**src/rtl/wave_sequencer.sv**
```systemverilog
// wave_sequencer
//   Steps the waveform generator bank through a programmable table of
//   segments. Each segment holds a waveform select, an amplitude, a prescaler
//   and a repeat count. The active configuration is only changed while the
//   generator sits at a period boundary, so its output never glitches.
//
// Optional feature (compile-time macro WAVE_SEQ_LIVE_UPDATE_EN):
//   defined   -> table entries other than the active one may be rewritten
//                while a sequence is running
//   undefined -> the table is only writable while idle
//
// Ports
//   clk, rst          clock (rising edge), asynchronous active-high reset
//   cfg_we/addr/...   segment table write port, accepted when cfg_we && cfg_ready
//   cfg_ready         table write is accepted this cycle
//   start             pulse: play the table from segment 0
//   stop              pulse: finish the current period, then halt
//   loop              level: wrap to segment 0 at the end of the table
//   gen_period_done   pulse from the active generator at its period boundary
//   gen_ena/sel/amplitude/prescaler  active generator configuration
//   seg_idx           active segment index
//   busy              sequencer is loading, running or draining
//   seq_done          one-cycle pulse as the sequencer returns to idle
module wave_sequencer #(
  parameter int unsigned NUM_SEG = 4,
  parameter int unsigned SEG_AW  = 2,
  parameter int unsigned DATA_W  = 16
) (
  input  logic              clk,
  input  logic              rst,
  input  logic              cfg_we,
  input  logic [SEG_AW-1:0] cfg_addr,
  input  logic [1:0]        cfg_sel,
  input  logic [DATA_W-1:0] cfg_amp,
  input  logic [DATA_W-1:0] cfg_psc,
  input  logic [7:0]        cfg_reps,
  output logic              cfg_ready,
  input  logic              start,
  input  logic              stop,
  input  logic              loop,
  input  logic              gen_period_done,
  output logic              gen_ena,
  output logic [1:0]        gen_sel,
  output logic [DATA_W-1:0] gen_amplitude,
  output logic [DATA_W-1:0] gen_prescaler,
  output logic [SEG_AW-1:0] seg_idx,
  output logic              busy,
  output logic              seq_done
);

  typedef enum logic [1:0] {
    S_IDLE  = 2'd0,
    S_LOAD  = 2'd1,
    S_RUN   = 2'd2,
    S_DRAIN = 2'd3
  } state_t;

  localparam logic [SEG_AW-1:0] LAST_SEG = SEG_AW'(NUM_SEG - 1);

  // Segment table
  logic [1:0]        tbl_sel  [NUM_SEG];
  logic [DATA_W-1:0] tbl_amp  [NUM_SEG];
  logic [DATA_W-1:0] tbl_psc  [NUM_SEG];
  logic [7:0]        tbl_reps [NUM_SEG];

  state_t            state, state_n;
  logic [SEG_AW-1:0] seg_idx_n;
  logic              gen_ena_n;
  logic [1:0]        gen_sel_n;
  logic [DATA_W-1:0] gen_amp_n;
  logic [DATA_W-1:0] gen_psc_n;
  logic [7:0]        rep_cnt, rep_cnt_n;
  logic              seq_done_n;
  logic              stop_pend, stop_pend_n;
  logic              stop_eff;
  logic [1:0]        cur_sel;
  logic [DATA_W-1:0] cur_amp;
  logic [DATA_W-1:0] cur_psc;
  logic [7:0]        cur_reps;

  assign busy = (state != S_IDLE);

`ifdef WAVE_SEQ_LIVE_UPDATE_EN
  // The active entry stays locked so the segment being played is never torn.
  assign cfg_ready = !busy || (cfg_addr != seg_idx);
`else
  assign cfg_ready = !busy;
`endif

  always_ff @(posedge clk or posedge rst) begin
    if (rst) begin
      for (int unsigned i = 0; i < NUM_SEG; i++) begin
        tbl_sel[i]  <= '0;
        tbl_amp[i]  <= '0;
        tbl_psc[i]  <= '0;
        tbl_reps[i] <= '0;
      end
    end else if (cfg_we && cfg_ready) begin
      tbl_sel[cfg_addr]  <= cfg_sel;
      tbl_amp[cfg_addr]  <= cfg_amp;
      tbl_psc[cfg_addr]  <= cfg_psc;
      tbl_reps[cfg_addr] <= cfg_reps;
    end
  end

  assign cur_sel  = tbl_sel[seg_idx];
  assign cur_amp  = tbl_amp[seg_idx];
  assign cur_psc  = tbl_psc[seg_idx];
  assign cur_reps = tbl_reps[seg_idx];

  // A stop seen during the single LOAD cycle is remembered so it is not lost.
  assign stop_eff = stop || stop_pend;

  always_ff @(posedge clk or posedge rst) begin
    if (rst) begin
      state         <= S_IDLE;
      seg_idx       <= '0;
      gen_ena       <= 1'b0;
      gen_sel       <= '0;
      gen_amplitude <= '0;
      gen_prescaler <= '0;
      rep_cnt       <= '0;
      seq_done      <= 1'b0;
      stop_pend     <= 1'b0;
    end else begin
      state         <= state_n;
      seg_idx       <= seg_idx_n;
      gen_ena       <= gen_ena_n;
      gen_sel       <= gen_sel_n;
      gen_amplitude <= gen_amp_n;
      gen_prescaler <= gen_psc_n;
      rep_cnt       <= rep_cnt_n;
      seq_done      <= seq_done_n;
      stop_pend     <= stop_pend_n;
    end
  end

  always_comb begin
    state_n     = state;
    seg_idx_n   = seg_idx;
    gen_ena_n   = gen_ena;
    gen_sel_n   = gen_sel;
    gen_amp_n   = gen_amplitude;
    gen_psc_n   = gen_prescaler;
    rep_cnt_n   = rep_cnt;
    seq_done_n  = 1'b0;
    stop_pend_n = stop_pend;

    case (state)
      S_IDLE: begin
        stop_pend_n = 1'b0;
        if (start) begin
          state_n   = S_LOAD;
          seg_idx_n = '0;
        end
      end

      S_LOAD: begin
        if (stop) stop_pend_n = 1'b1;
        if (cur_reps == '0) begin
          // Empty entry marks the end of the table
          if (seg_idx == '0 || !loop || stop_eff) begin
            state_n     = S_IDLE;
            gen_ena_n   = 1'b0;
            seq_done_n  = 1'b1;
            rep_cnt_n   = '0;
            stop_pend_n = 1'b0;
          end else begin
            seg_idx_n = '0;
          end
        end else begin
          gen_sel_n = (cur_sel == 2'd3) ? 2'd0 : cur_sel;
          gen_amp_n = cur_amp;
          gen_psc_n = cur_psc;
          rep_cnt_n = cur_reps;
          gen_ena_n = 1'b1;
          state_n   = S_RUN;
        end
      end

      S_RUN: begin
        if (stop_eff && gen_period_done) begin
          state_n     = S_IDLE;
          gen_ena_n   = 1'b0;
          seq_done_n  = 1'b1;
          rep_cnt_n   = '0;
          stop_pend_n = 1'b0;
        end else if (stop_eff) begin
          state_n = S_DRAIN;
        end else if (gen_period_done) begin
          if (rep_cnt <= 8'd1) begin
            rep_cnt_n = '0;
            // Rolling over the last index is handled here, as an end of table
            if (seg_idx == LAST_SEG) begin
              if (loop) begin
                seg_idx_n = '0;
                state_n   = S_LOAD;
              end else begin
                state_n    = S_IDLE;
                gen_ena_n  = 1'b0;
                seq_done_n = 1'b1;
              end
            end else begin
              seg_idx_n = seg_idx + 1'b1;
              state_n   = S_LOAD;
            end
          end else begin
            rep_cnt_n = rep_cnt - 8'd1;
          end
        end
      end

      S_DRAIN: begin
        if (gen_period_done) begin
          state_n     = S_IDLE;
          gen_ena_n   = 1'b0;
          seq_done_n  = 1'b1;
          rep_cnt_n   = '0;
          stop_pend_n = 1'b0;
        end
      end

      default: state_n = S_IDLE;
    endcase
  end

endmodule

```
**config.mk**
```make
export PLATFORM = sky130hd
export DESIGN_NAME = wave_sequencer
export DESIGN_NICKNAME = d
export VERILOG_FILES = /design/src/rtl/wave_sequencer.sv
export SDC_FILE = /design/constraint.sdc
export NUM_CORES = 1
export LEC_CHECK = 0
export CORE_MARGIN = 8
export CORE_UTILIZATION = 52
export CTS_CLUSTER_SIZE = 12
export DETAILED_ROUTE_END_ITERATION = 8
export GPL_ROUTABILITY_DRIVEN = 0
export PLACE_DENSITY_LB_ADDON = 0.2
export SYNTH_ARGS = -nofsm -noshare
export SYNTH_HDL_FRONTEND = slang
export SYNTH_SLANG_ARGS = --single-unit
```
**constraint.sdc**
```tcl
create_clock -name clk -period 7.4 [get_ports clk]
set_input_delay 1.85 -clock clk [delete_from_list [all_inputs] [get_ports clk]]
set_output_delay 1.85 -clock clk [all_outputs]
set_load 0.03 [all_outputs]
```
* Word-level counts from Yosys, hierarchy flattened *
Index checks and enable logic that the tools add are counted.

storage, ports and cells
  bits of input ports = 51
  bits in registers = 217
  word-level logic and storage cells = 154

operators by class
  bitwise operators = 3
  magnitude comparators = 4
  $add $sub $neg = 2
  mux-type cells = 77
  reductions and logical operators = 20
  equal/unequal tests = 23

operators with widths
  cell                                                                               number
  64-bit bitwise mux                                                                 2
  16-bit two-way mux                                                                 5
  8-bit two-way mux                                                                  10
  16-bit binary-select mux with 2-bit select                                         2
  2-bit two-way mux                                                                  22
  32-bit bitwise mux                                                                 1
  16-bit demux with 2-bit select                                                     1
  8-bit case mux with 3 select lines                                                 1
  1-bit two-way mux                                                                  23
  3-bit != test (second input constant)                                              7
  2-bit != test (second input constant)                                              9
  8-bit binary-select mux with 2-bit select                                          1
  8-bit demux with 2-bit select                                                      1
  5-bit AND reduction                                                                2
  9-bit AND reduction                                                                1
  8-bit bitwise mux                                                                  1
  2-bit equality test (second input constant)                                        4
  8-bit by 1-bit less-or-equal comparator with 1-bit output (second input constant)  1
  8-bit zero test                                                                    1
  4-bit != test (second input constant)                                              2
  2-bit case mux with 4 select lines                                                 1
  8-bit AND reduction                                                                1
  8-bit by 1-bit subtractor with 8-bit output (second input constant)                1
  3-bit greater-or-equal comparator (second input constant)                          2
  17 further kinds                                                                   27

* Logic depth before layout (Yosys ltp) *
Gate-level depths: netlist of the first run.

  depth in word-level cells = 7
  depth in mapped cells = 11
  gate-level depth less buffers = 7

* Worst setup path after synthesis of the first run *
No wires, ideal clock.

  path type = register -> register
  start = register seg_idx[1]
  end = register rep_cnt[1]
  data required time = 7.272 ns
  clock period less this slack = 3.505 ns
  path slack = 3.895 ns
  setup time = 0.128 ns
  arrival time = 3.377 ns
  cell stages (with the launch flop) = 12
  cells stage by stage = dfrtp_1 -> clkbuf_1 -> buf_2 -> buf_1 -> clkbuf_1 -> inv_1 -> ha_1 -> nor4b_1 -> nand2_1 -> nor3_4 -> nor2_1 -> mux2_1

on the way
  longest elaborated chain between the ends = 7
  elaborated cells between the ends (all ways) = 12

ends and longest elaborated chain
  what                                                                                        RTL line  source
  from (decl)                                                                                 46        output logic [SEG_AW-1:0] seg_idx,
  from (signal assigned)                                                                      127       seg_idx <= seg_idx_n;
  2-bit NOT with 3-bit output (not written as such)                                           109       assign cur_reps = tbl_reps[seg_idx];
  8-bit binary-select mux with 2-bit select                                                   109
  8-bit two-way mux (not written as such) (2 in series)                                       109
  8-bit zero test                                                                             160       if (cur_reps == '0) begin
  3-bit != test (no line) / 8-bit two-way mux (equally long branches)                         -
  5-bit AND reduction (no line) / 8-bit case mux with 3 select lines (equally long branches)  -
  to (signal assigned)                                                                        132       rep_cnt <= rep_cnt_n;
  to (decl)                                                                                   72        logic [7:0] rep_cnt, rep_cnt_n;

Several ways; a longest one is shown, not always the timed one. The select of a mux whose other input is x is not followed.
A chain may end at the register's enable or synchronous reset.

* Worst setup path after layout of the first run *
  start = register state[1]
  end = output port cfg_ready

on the way
  longest elaborated chain between the ends = 2

ends and longest elaborated chain
  what                    RTL line  source
  from (decl)             66        state_t state, state_n;
  from (signal assigned)  126       state <= state_n;
  2-bit nonzero test      81        assign busy = (state != S_IDLE);
  1-bit zero test         87        assign cfg_ready = !busy;
  to (decl)               37        output logic cfg_ready,

Every way passes these cells.

==> results of run 1 <==
metal layers:
| layer | routed length, um | track usage | vias up | part of all wire |
|---|---|---|---|---|
| met5 | 0 | 0 | - | 0 |
| met4 | 270 | 0.04057 | 0 | 0.014 |
| met3 | 976 | 0.03316 | 24 | 0.049 |
| met2 | 9941 | 0.3096 | 121 | 0.50 |
| met1 | 8554 | 0.2328 | 2959 | 0.43 |
| li1 | - | - | 2425 | - |
final cells by class:
cell class	instances	area, um^2	area share
inverters	10	41.29	0.003630
well taps	229	286.5	0.02519
clock buffers	37	710.7	0.06248
repair buffers	98	973.4	0.08558
multi-input cells	340	3875	0.3407
flip-flops and latches	217	5433	0.4776
clock inverters	6	55.05	0.004840
cell families (layout without fill, tap and decap cells):
logic type / count (synthesis) / count (layout) / share of synthesized area
muxes: 245 / 245 / 0.3410
buffers and inverters: 44 / 151 / 0.01994
DFF: 217 / 217 / 0.5732
adders and majority gates: 4 / 4 / 0.005283
AOI/OAI and AO/OA: 46 / 46 / 0.03394
and+or+nand+nor: 45 / 45 / 0.02668
report_power, final:
part,switching [mW],internal (mW)
clock network,0.446,0.692
logic,0.904,1.11
registers,0.308,1.77
worst reg2reg max path: stages (launching register included):
cell and delay (ns):
dfrtp_2 0.36, buf_4 0.71, mux4_2 0.64, or4_4 0.60
o21ai_4 0.16, buf_4 0.51, mux2_2 0.43
worst paths after layout:
| check | cells past startpoint | slack [ns] | to | start |
|---|---|---|---|---|
| worst max-delay path | 4 | 3.30 | cfg_ready | state[1] |
| min in group asynchronous | 2 | 1.90 | tbl_amp[16] | rst |
| worst max register to register | 6 | 3.86 | gen_prescaler[14] | seg_idx[0] |
| worst min register to register | 1 | 0.50 | tbl_psc[40] | tbl_psc[40] |
| max in group asynchronous | 3 | 4.09 | tbl_amp[1] | rst |
| worst min-delay path | 1 | 0.50 | tbl_psc[40] | tbl_psc[40] |
cells in the mapped netlist, types with 4 or more instances:
library cell | n | area [um^2]
a21oi_1 | 8 | 40.04
mux4_2 | 42 | 945.9
buf_2 | 4 | 20.02
nand2_1 | 11 | 41.29
mux2_2 | 201 | 2263
a32oi_1 | 6 | 52.55
o31ai_1 | 7 | 52.55
nor2_1 | 9 | 33.78
ha_1 | 4 | 50.05
nor2b_1 | 4 | 25.02
dfrtp_1 | 217 | 5430
inv_1 | 10 | 37.54
buf_1 | 6 | 22.52
o21ai_0 | 11 | 55.05
nor3_1 | 4 | 20.02
clkbuf_1 | 21 | 78.83
through the flow:
stage | cells | hold WS (ns)
CTS | 937 | 0.5002
global placement | 894 | 0.4817
global route | 937 | 0.5106
finish | 937 | 0.4983
floorplan | 601 | 0.4739
detailed placement | 894 | 0.4869
state kept, by name (all words and copies together), names as in the netlist, 2 cells and up:
register and count:
tbl_amp 64, tbl_psc 64, tbl_reps 32, gen_amplitude 16
gen_prescaler 16, rep_cnt 8, tbl_sel 8, gen_sel 2
seg_idx 2, state 2
==> flow_summary.toml, run 1 <==
[timing]
final-setup-viol-count = 0
skew_ns = 0.02123
setup_ws_ns = 3.301
slew_headroom = 0.3641
fin_crit_ns = 4.099
tns_ns = 0
rsz0062_at_grt = "false"
slew_violations = 0
hold_violations = 0
period_share = 0.5539
fmax_ghz = 0.2440
tightest_slew_ns = 0.9539

[routing]
viasPerCell = 5.901
firstDrtPassIters = 4
routedWlPerCell_um = 21.07
drt-initial-drc-count = 278
ant_nets = 0
routed_wirelength_um = 19740
drcViolationCount = 0
num_vias = 5529

[clock_network]
post_cts_resized = 0
clock_path_buffers = 3
cts_hold_buf = 0
cts.sinks = 217
cts_buffers = 24
clkLatencyLatePin_ns = 0.51
cts_tree = "built"
htree_levels = 1
clkTransAtPathRegs_ns = 0.06
cts_root_buf = "clkbuf_16"
cts_setup_buffers = 0

[die]
initial_core_util = 0.5292
die_h_um = 151.0
die_w_um = 151.0
dieArea_um2 = 22800
std_cell_rows = 49
core-area_um2 = 17900
pin_count = 91

[critical_path]
path_common_cell = "inv_1"
cp_data_arrival_time_ns = 2.25
max_stage_delay_ns = 0.68
cp_num_buf_inv = 3
crit_chain = "inv_1, nand2_1, inv_1, clkdlybuf4s50_1"
critPathLaunchType = "flop"
path_max_fanout = 11
cpLargestDelayFamily = "buffers and inverters"
required_ns = 5.55
critPathKind = "reg2out"
crit_slowest_cell = "clkdlybuf4s50_1"
end_kind = "output port"

[final_layout]
diodes = 0
final_nets = 746
area_delta_synth_final_pct = 20.06
drive_gt1_frac = 0.4223
layout_commonest_cell = "dfrtp_1"
final_cell_mix = "215 x dfrtp_1, 201 x mux2_2, 90 x clkdlybuf4s50_1"
fillers = 1294
fin_util = 0.6354
postLayoutCellArea_um2 = 11370

[power]
power.density_nw_per_um2 = 460.3
p_leak_nw = 4.795
power.total_mw = 5.236
vdd_drop_max_mv = 0.4078

[min_path]
hp-class = "reg2reg"

[synth]
synth_edf_count = 0
synth_cells = 601
yosysWarnings = 0
synth_flop_cell = "dfrtp_1"
syn_nets = 656
ys_seq_area_frac = 0.5732
synthDistinctLibCells = 44
synth_area_um2 = 9474
async_reset_ff_frac = 1.000
syn-mean-instance-area_um2 = 15.76
ys_ff_latch = 217

[grt]
antenna_found_initial = 0
grt_max_degree = 176
grt_usage = 0.1798
grt_pass1_wl_um = 32560
grt_overflow = 0
grt_pass1_vias = 6129

[placed_design]
placed_area_um2 = 10610
dp_hpwl_um = 11930
io_buffer_count = 90
place_ws_ns = 3.391

[status]
run_status = "finished, final reports clean"

[job]
drv_cap = 0
Power figures use the tool's default switching activity.
==> inputs of run 2 (changes only) <==
- clock period: 7.4 -> 3.65 ns (I/O delays scaled with it)
==> flow_summary.toml, run 2 (synthesis results as in run 1) <==
[timing]
period_share = 0.9050
hold_violations = 0
slew_violations = 0
setup_ws_ns = 0.3467
rsz0062_at_grt = "false"
fin_crit_ns = 3.303
fmax_ghz = 0.3027
tightest_slew_ns = 0.7888
final-setup-viol-count = 0
skew_ns = 0.008626
slew_headroom = 0.4730

[critical_path]
worstReg2RegEnd = "gen_amplitude[4]"
endpoint = "seg_idx[0]"
critPathLaunchType = "flop"
timing.rr.start = "seg_idx[0]"
path_max_fanout = 17
cp_data_arrival_time_ns = 2.39
critPathKind = "reg2out"
cp-startpoint = "seg_idx[0]"
end_kind = "output port"
required_ns = 2.74
ff2ff_setup_slack_ns = 0.59
ff2ff_path_depth = 5

[placed_design]
placed_area_um2 = 10760
place_ws_ns = 0.5595
post-place-cells = 903
dp_hpwl_um = 12770
io_buffer_count = 90

[grt]
grt_pass1_vias = 6209
grt_pass1_wl_um = 33450
grt_usage = 0.1853
grt_overflow = 0
antenna_found_initial = 0
grt_max_degree = 51

[min_path]
min_path_cells = 1
hp-class = "reg2reg"

[final_layout]
postLayoutCellArea_um2 = 11580
area_delta_synth_final_pct = 22.21
final_cell_count_no_fill = 946
final_cell_mix = "215 x dfrtp_1, 201 x mux2_2, 90 x clkdlybuf4s50_1"
layout_commonest_cell = "dfrtp_1"
drive_gt1_frac = 0.4282
fillers = 1244
diodes = 0
final_nets = 755
largestRegisters = "tbl_amp x64, tbl_psc x64, tbl_reps x32"

[job]
drv_cap = 0

[routing]
drcViolationCount = 0
drt-initial-drc-count = 283
ant_nets = 0
routed_wirelength_um = 20120
num_vias = 5541
routedWlPerCell_um = 21.27
viasPerCell = 5.857
firstDrtPassIters = 4

[die]
dieArea_um2 = 22800
die_w_um = 151.0
core-area_um2 = 17900
initial_core_util = 0.5292
std_cell_rows = 49
pin_count = 91
die_h_um = 151.0

[power]
power.density_nw_per_um2 = 933.9
intPower_mw = 7.439
power.share.sequential = 0.399
p_leak_nw = 4.888
comb_power_share = 0.373
switching_share = 0.3120
p_clk_frac = 0.228
switchingPower_mw = 3.373
vdd_drop_max_mv = 0.5775

[clock_network]
post_cts_resized = 0
cts_root_buf = "clkbuf_16"
cts_buffers = 24
clock_path_buffers = 3
cts_tree = "built"
cts.sinks = 217
htree_levels = 1
clkTransAtPathRegs_ns = 0.06
clkLatencyLatePin_ns = 0.50
cts_setup_buffers = 0
cts_hold_buf = 0

[status]
run_status = "finished, final reports clean"
-- run 2: worst min path at each step --
stage	from	endpoint	slack [ns]
2_1_floorplan	tbl_psc[32]	tbl_psc[32]	0.47
3_3_place_gp	tbl_amp[14]	tbl_amp[14]	0.48
3_5_place_dp	tbl_amp[8]	tbl_amp[8]	0.49
4_1_cts	tbl_amp[8]	tbl_amp[8]	0.50
5_1_grt	tbl_psc[33]	tbl_psc[33]	0.51
6_report	tbl_psc[4]	tbl_psc[4]	0.50
-- run 2: worst max-delay path, stage by stage (launching register included) --
cell and delay [ns]:
dfrtp_2 0.73, buf_4 0.38, clkdlybuf4s50_1 0.75
-- run 2: per-layer routing --
metal | vias up | track usage | share of wire
met5 | - | 0 | 0
met4 | 0 | 0.04255 | 0.013
met3 | 21 | 0.03376 | 0.045
met2 | 111 | 0.3121 | 0.50
met1 | 2957 | 0.2458 | 0.44
li1 | 2452 | - | -
-- run 2: per-stage QoR --
stage	util	hold WS, ns	total power [mW]	TNS, ns
final	0.6468	0.4990	10.81	0
after global routing	0.6468	0.5102	11.43	0
after CTS	0.6468	0.5017	10.92	0
after detailed placement	0.6013	0.4884	8.416	0
after global placement	0.6013	0.4812	8.195	0
after floorplan	-	0.4739	7.147	-19.23
-- run 2: power by group through the flow --
stage	sequential [mW]	combinational, mW	clock, mW
2_1_floorplan	4.43	2.72	0
3_3_place_gp	4.26	3.94	0
3_5_place_dp	4.35	4.07	0
4_1_cts	4.32	4.09	2.51
5_1_grt	4.47	4.35	2.61
6_report	4.32	4.03	2.46
-- run 2: cell type report --
cell class	instances	area, um^2	area share
Sequential cell	217	5433	0.4692
Multi-Input combinational cell	340	3875	0.3347
Timing Repair Buffer	107	1129	0.09747
Clock buffer	38	714.4	0.06170
Tap cell	229	286.5	0.02475
Clock inverter	5	100.1	0.008645
Inverter	10	41.29	0.003566
==> variant 1: new RTL, config.mk and constraints of run 1 <==
Register the input `cfg_we` before use. The logic sees it one clock later. The other inputs are not delayed to match.
--- a/src/rtl/wave_sequencer.sv
+++ b/src/rtl/wave_sequencer.sv
@@ -59,2 +59,8 @@
 
+  logic cfg_we_q;
+
+  always_ff @(posedge clk) begin
+    cfg_we_q <= cfg_we;
+  end
+
   // Segment table
@@ -97,3 +103,3 @@
       end
-    end else if (cfg_we && cfg_ready) begin
+    end else if (cfg_we_q && cfg_ready) begin
       tbl_sel[cfg_addr]  <= cfg_sel;
Formal check against the unedited RTL: not equivalent (Yosys sat finds a counterexample within 4 cycles, from zero or initial values and one cycle with rst high).
==> variant 1 against run 1 <==
Power shrank 2.8%; design area shrank 0.73%; setup slack lost 0.10 ns; area after synthesis grew 0.21%; critical path type unchanged; largest cell class unchanged; final cell count shrank 0.21%; routed wire length grew 1.1%; register-to-register slack lost 0.02 ns; highest routed layer unchanged; critical path depth is the same; via count shrank 0.22%; sequential cell count grew 1.
==> variant 1: results (changes against run 1) <==
- The count of antenna diodes in the layout was 0 (unchanged).
* Final WL: 20.0 mm (+1.1%)
- The number of filler cells placed in the layout is 1309 (+1.2%).
- Initial DRC count: 215 (-23%)
- The sequential element share of the synthesized area came to 57.4% (+0.090 points).
* Worst slew slack as a fraction of its limit: 35.6% (-0.77 points)
- The total number of nets in the final design is 748 (+0.27%).
- RR Endpoint: gen_amplitude[4]$_DFFE_PP0P_
- Net Count, Synth: 657 (+0.15%)
* Total number of H-tree levels: 1 (unchanged)
- Destination of the worst hold path: tbl_psc[32]$_DFFE_PP0P_
- Worst supply voltage drop on vdd: 0.000424 V (+4.0%)
- TritonCTS Buffers: 23 (-4.2%)
* Worst clock skew on the final layout: 0.00852 ns (-0.0127 ns)
- The final HPWL from detailed placement came to 12.4 mm (+3.7%).
- Insertion delay to the later sink of the worst-skew pair: 0.50 ns
* Count of distinct cell types in the synthesized netlist: 45 (+2.3%)
- The static leakage power is 4.74 nW (-1.0%).
- The minimum setup slack among reg-to-reg paths is 3.84 ns (-0.02 ns).
- The longest individual stage delay on the worst path is 0.71 ns (+0.03 ns).
- The flow ran to the end, and the final reports show no timing, DRC or antenna violations.
* GRT Resource Usage Total: 18.3% (+0.35 points)
- Ys async rst share: 99.5% (-0.46 points)
* Initial antenna violation count: 0 (unchanged)
* Number of vias per cell after detailed routing: 5.90 (about the same)
- Share of cells above drive strength 1: 41.8% (-0.45 points)
- The pin count of the biggest net entering global routing came to 78 (-56%).
- The first-pass GRT wire length came to 33.1 mm (+1.8%).
- Top area cells in the synthesized netlist: dfrtp_1, mux2_2, mux4_2
- The number of global-route vias before repair is 6338 (+3.4%).
- Start point of the worst min-delay path: tbl_psc[32]$_DFFE_PP0P_
- Final Non-Filler Cells: 935 (-0.21%)
- The number of cells produced by synthesis was 602 (+0.17%).
[variant 1: cell count changes after synthesis, sizes merged]
cell / delta
dfxtp: +1
[variant 1: critical path, delay by kind of cell, from the launching register on]
kind | cells | cell delay [ns]
buf+inv | 3 | 1.23
flops | 1 | 0.47
simple gates | 1 | 0.16
[variant 1: logic make-up (layout without fill, tap and decap cells)]
group,count (synthesis),count (layout),synth area share [%]
compound gates,46,46,3.39
fa+ha+maj,4,4,0.527
buf+inv,44,148,1.99
flops,218,218,57.4
mux,245,245,34.0
simple gates,45,45,2.66
[variant 1: power by group]
group	leakage [nW]	switching (mW)	total (mW)	internal (mW)
Sequential	2.65	0.310	2.09	1.78
Clock	0.325	0.432	1.02	0.591
Combinational	1.77	0.884	1.98	1.09
Total	4.74	1.63	5.09	3.46
[variant 1: per-layer routing]
metal,routed length (um),vias to the layer above,GRT usage [%]
met1,8300,2923,23.1
met4,263,0,4.30
met2,10200,128,32.1
met3,1230,23,3.56
met5,0,-,0
li1,-,2443,-
[variant 1: area by class of cell]
cell class              count  area (um^2)  area share (%)
clock buffers              34          637            5.64
inverters                  10         41.3           0.366
flip-flops and latches    218         5450            48.3
well taps                 229          287            2.54
repair buffers            100          976            8.64
clock inverters             4         23.8           0.211
multi-input cells         340         3870            34.3
[variant 1: per-stage QoR]
| stage | hold WS (ns) | setup slack [ns] | area [um^2] |
|---|---|---|---|
| 6_report | 0.501 | 3.20 | 11300 |
| 2_1_floorplan | 0.474 | 2.72 | 9500 |
| 3_3_place_gp | 0.481 | 3.45 | 10600 |
| 4_1_cts | 0.504 | 3.19 | 11300 |
| 5_1_grt | 0.507 | 3.05 | 11300 |
| 3_5_place_dp | 0.490 | 3.39 | 10600 |
==> variant 2: new RTL, flow settings as in run 1 <==
Without the edit above. Add a define of `WAVE_SEQ_LIVE_UPDATE_EN`.
--- a/src/rtl/wave_sequencer.sv
+++ b/src/rtl/wave_sequencer.sv
@@ -23,2 +23,4 @@
 //   seq_done          one-cycle pulse as the sequencer returns to idle
+`define WAVE_SEQ_LIVE_UPDATE_EN
+
 module wave_sequencer #(
Function: changed (Yosys sat finds a counterexample within 4 cycles, from zero or initial values and one cycle with rst high).
==> variant 2 against run 1 <==
Global-route usage rose by 0.50 points; worst hold slack got worse by 0.010 ns; critical path depth did not move; die area rose by 0.52%; area after synthesis rose by 0.58%; power rose by 1.3%; clock skew fell by 0.0089 ns; critical endpoint unchanged; sequential cell count did not move; largest cell class unchanged; setup slack got worse by 1.2 ns; routed wire length rose by 3.0%; design area rose by 0.67%; largest power group unchanged; sequential power rose by 2%; via count rose by 0.63%.
==> variant 2: results (changes against run 1) <==
* Start point of the worst min-delay path: gen_prescaler[3]$_DFFE_PP0P_
- The minimum setup slack among reg-to-reg paths is 4.15 ns (+0.29 ns).
* Initial DRC count: 303 (+9.0%)
* Net Count, Synth: 667 (+1.7%)
- Cell leakage power: 4.68 nW (-2.4%)
- The final HPWL from detailed placement was 12.2 mm (+2.6%).
- The pin count of the biggest net entering global routing is 176 (unchanged).
- The total wire length after detailed routing is 20.3 mm (+3.0%).
- Outcome: complete, no violations
* Category of the most critical setup path: in2out
- Total placed instance area: 0.0106 mm^2 (+0.38%)
- The total number of nets in the final design was 755 (+1.2%).
* Top area cells in the synthesized netlist: dfrtp_1, mux2_2, mux4_2
- Ranked by instance count, the synthesized netlist is headed by dfrtp_1, mux2_2, mux4_2.
- The average via count per standard cell was 5.90 (about the same).
- Share of cells above drive strength 1: 38.5% (-3.7 points)
- The startpoint identified for the worst register-to-register timing path is seg_idx[0]$_DFFE_PP0P_.
* Vias in the first global route: 6213 (+1.4%)
* Worst clock skew on the final layout: 0.0123 ns (-0.00888 ns)
- The logic depth of the worst register-to-register path came to 5 (-1).
* GRT Resource Usage Total: 18.5% (+0.50 points)
- Worst hold slack across all endpoints: 0.488 ns (-0.00996 ns)
- Wire length of the first global-routing pass: 33.5 mm (+2.8%)
- At the later pin of the worst-skew pair, clock insertion delay measures 0.50 ns.
- The number of distinct library cells after synthesis was 50 (+14%).
* Share of synthesized area occupied by flip-flops and latches: 57.0% (-0.33 points)
[variant 2: cell count changes in the layout (fill, tap and decap cells not counted), moves of 4 or more]
cell      before  now
a32oi_1        6    1
mux2_1         1   25
nor2_1         9   13
o31ai_1        7    2
mux2_2       201  175
clkbuf_1       8    4
[variant 2: report_power, final]
part           switching [mW]  internal [mW]  total [mW]
combinational           0.887           1.10        1.99
sequential              0.375           1.75        2.13
clock                   0.446          0.741        1.19
[variant 2: logic make-up (layout without fill, tap and decap cells)]
logic type,Yosys count,in the layout,share of synthesized area (%)
adder cells (fa/ha/maj),4,4,0.525
flip-flops,217,217,57.0
XOR/XNOR,2,2,0.184
AND/OR/NAND/NOR,55,55,3.35
buffers and inverters,47,149,2.17
AO/OA/AOI/OAI,44,44,3.13
multiplexers,243,243,33.7
[variant 2: layout make-up]
class	instances	area (um^2)
Clock inverter	5	78.8
Tap cell	229	287
Inverter	12	48.8
Timing Repair Buffer	97	966
Sequential cell	217	5440
Fill cell	1308	6510
Multi-Input combinational cell	348	3910
Clock buffer	35	723
[variant 2: path summary, 6_finish.rpt]
| check | to |
|---|---|
| min in group asynchronous | gen_prescaler[15]$_DFFE_PP0P_ |
| setup reg to reg | gen_amplitude[0]$_DFFE_PP0P_ |
| max in group asynchronous | seg_idx[0]$_DFFE_PP0P_ |
| setup / recovery | cfg_ready |
| hold / removal | gen_prescaler[3]$_DFFE_PP0P_ |
| hold reg to reg | gen_prescaler[3]$_DFFE_PP0P_ |
[variant 2: routing by layer]
layer  global-route usage (%)  wire, um  up-vias
met5                        0         0        -
met1                     23.8      8640     2961
li1                         -         -     2451
met2                     32.0     10400      122
met4                     4.35       337        0
met3                     3.20       929       30
[variant 2: stage by stage]
| step | setup slack (ns) | instances |
|---|---|---|
| floorplan | 2.72 | 612 |
| global placement | 2.17 | 903 |
| detailed placement | 2.13 | 903 |
| CTS | 2.13 | 943 |
| global route | 2.09 | 943 |
| finish | 2.12 | 943 |
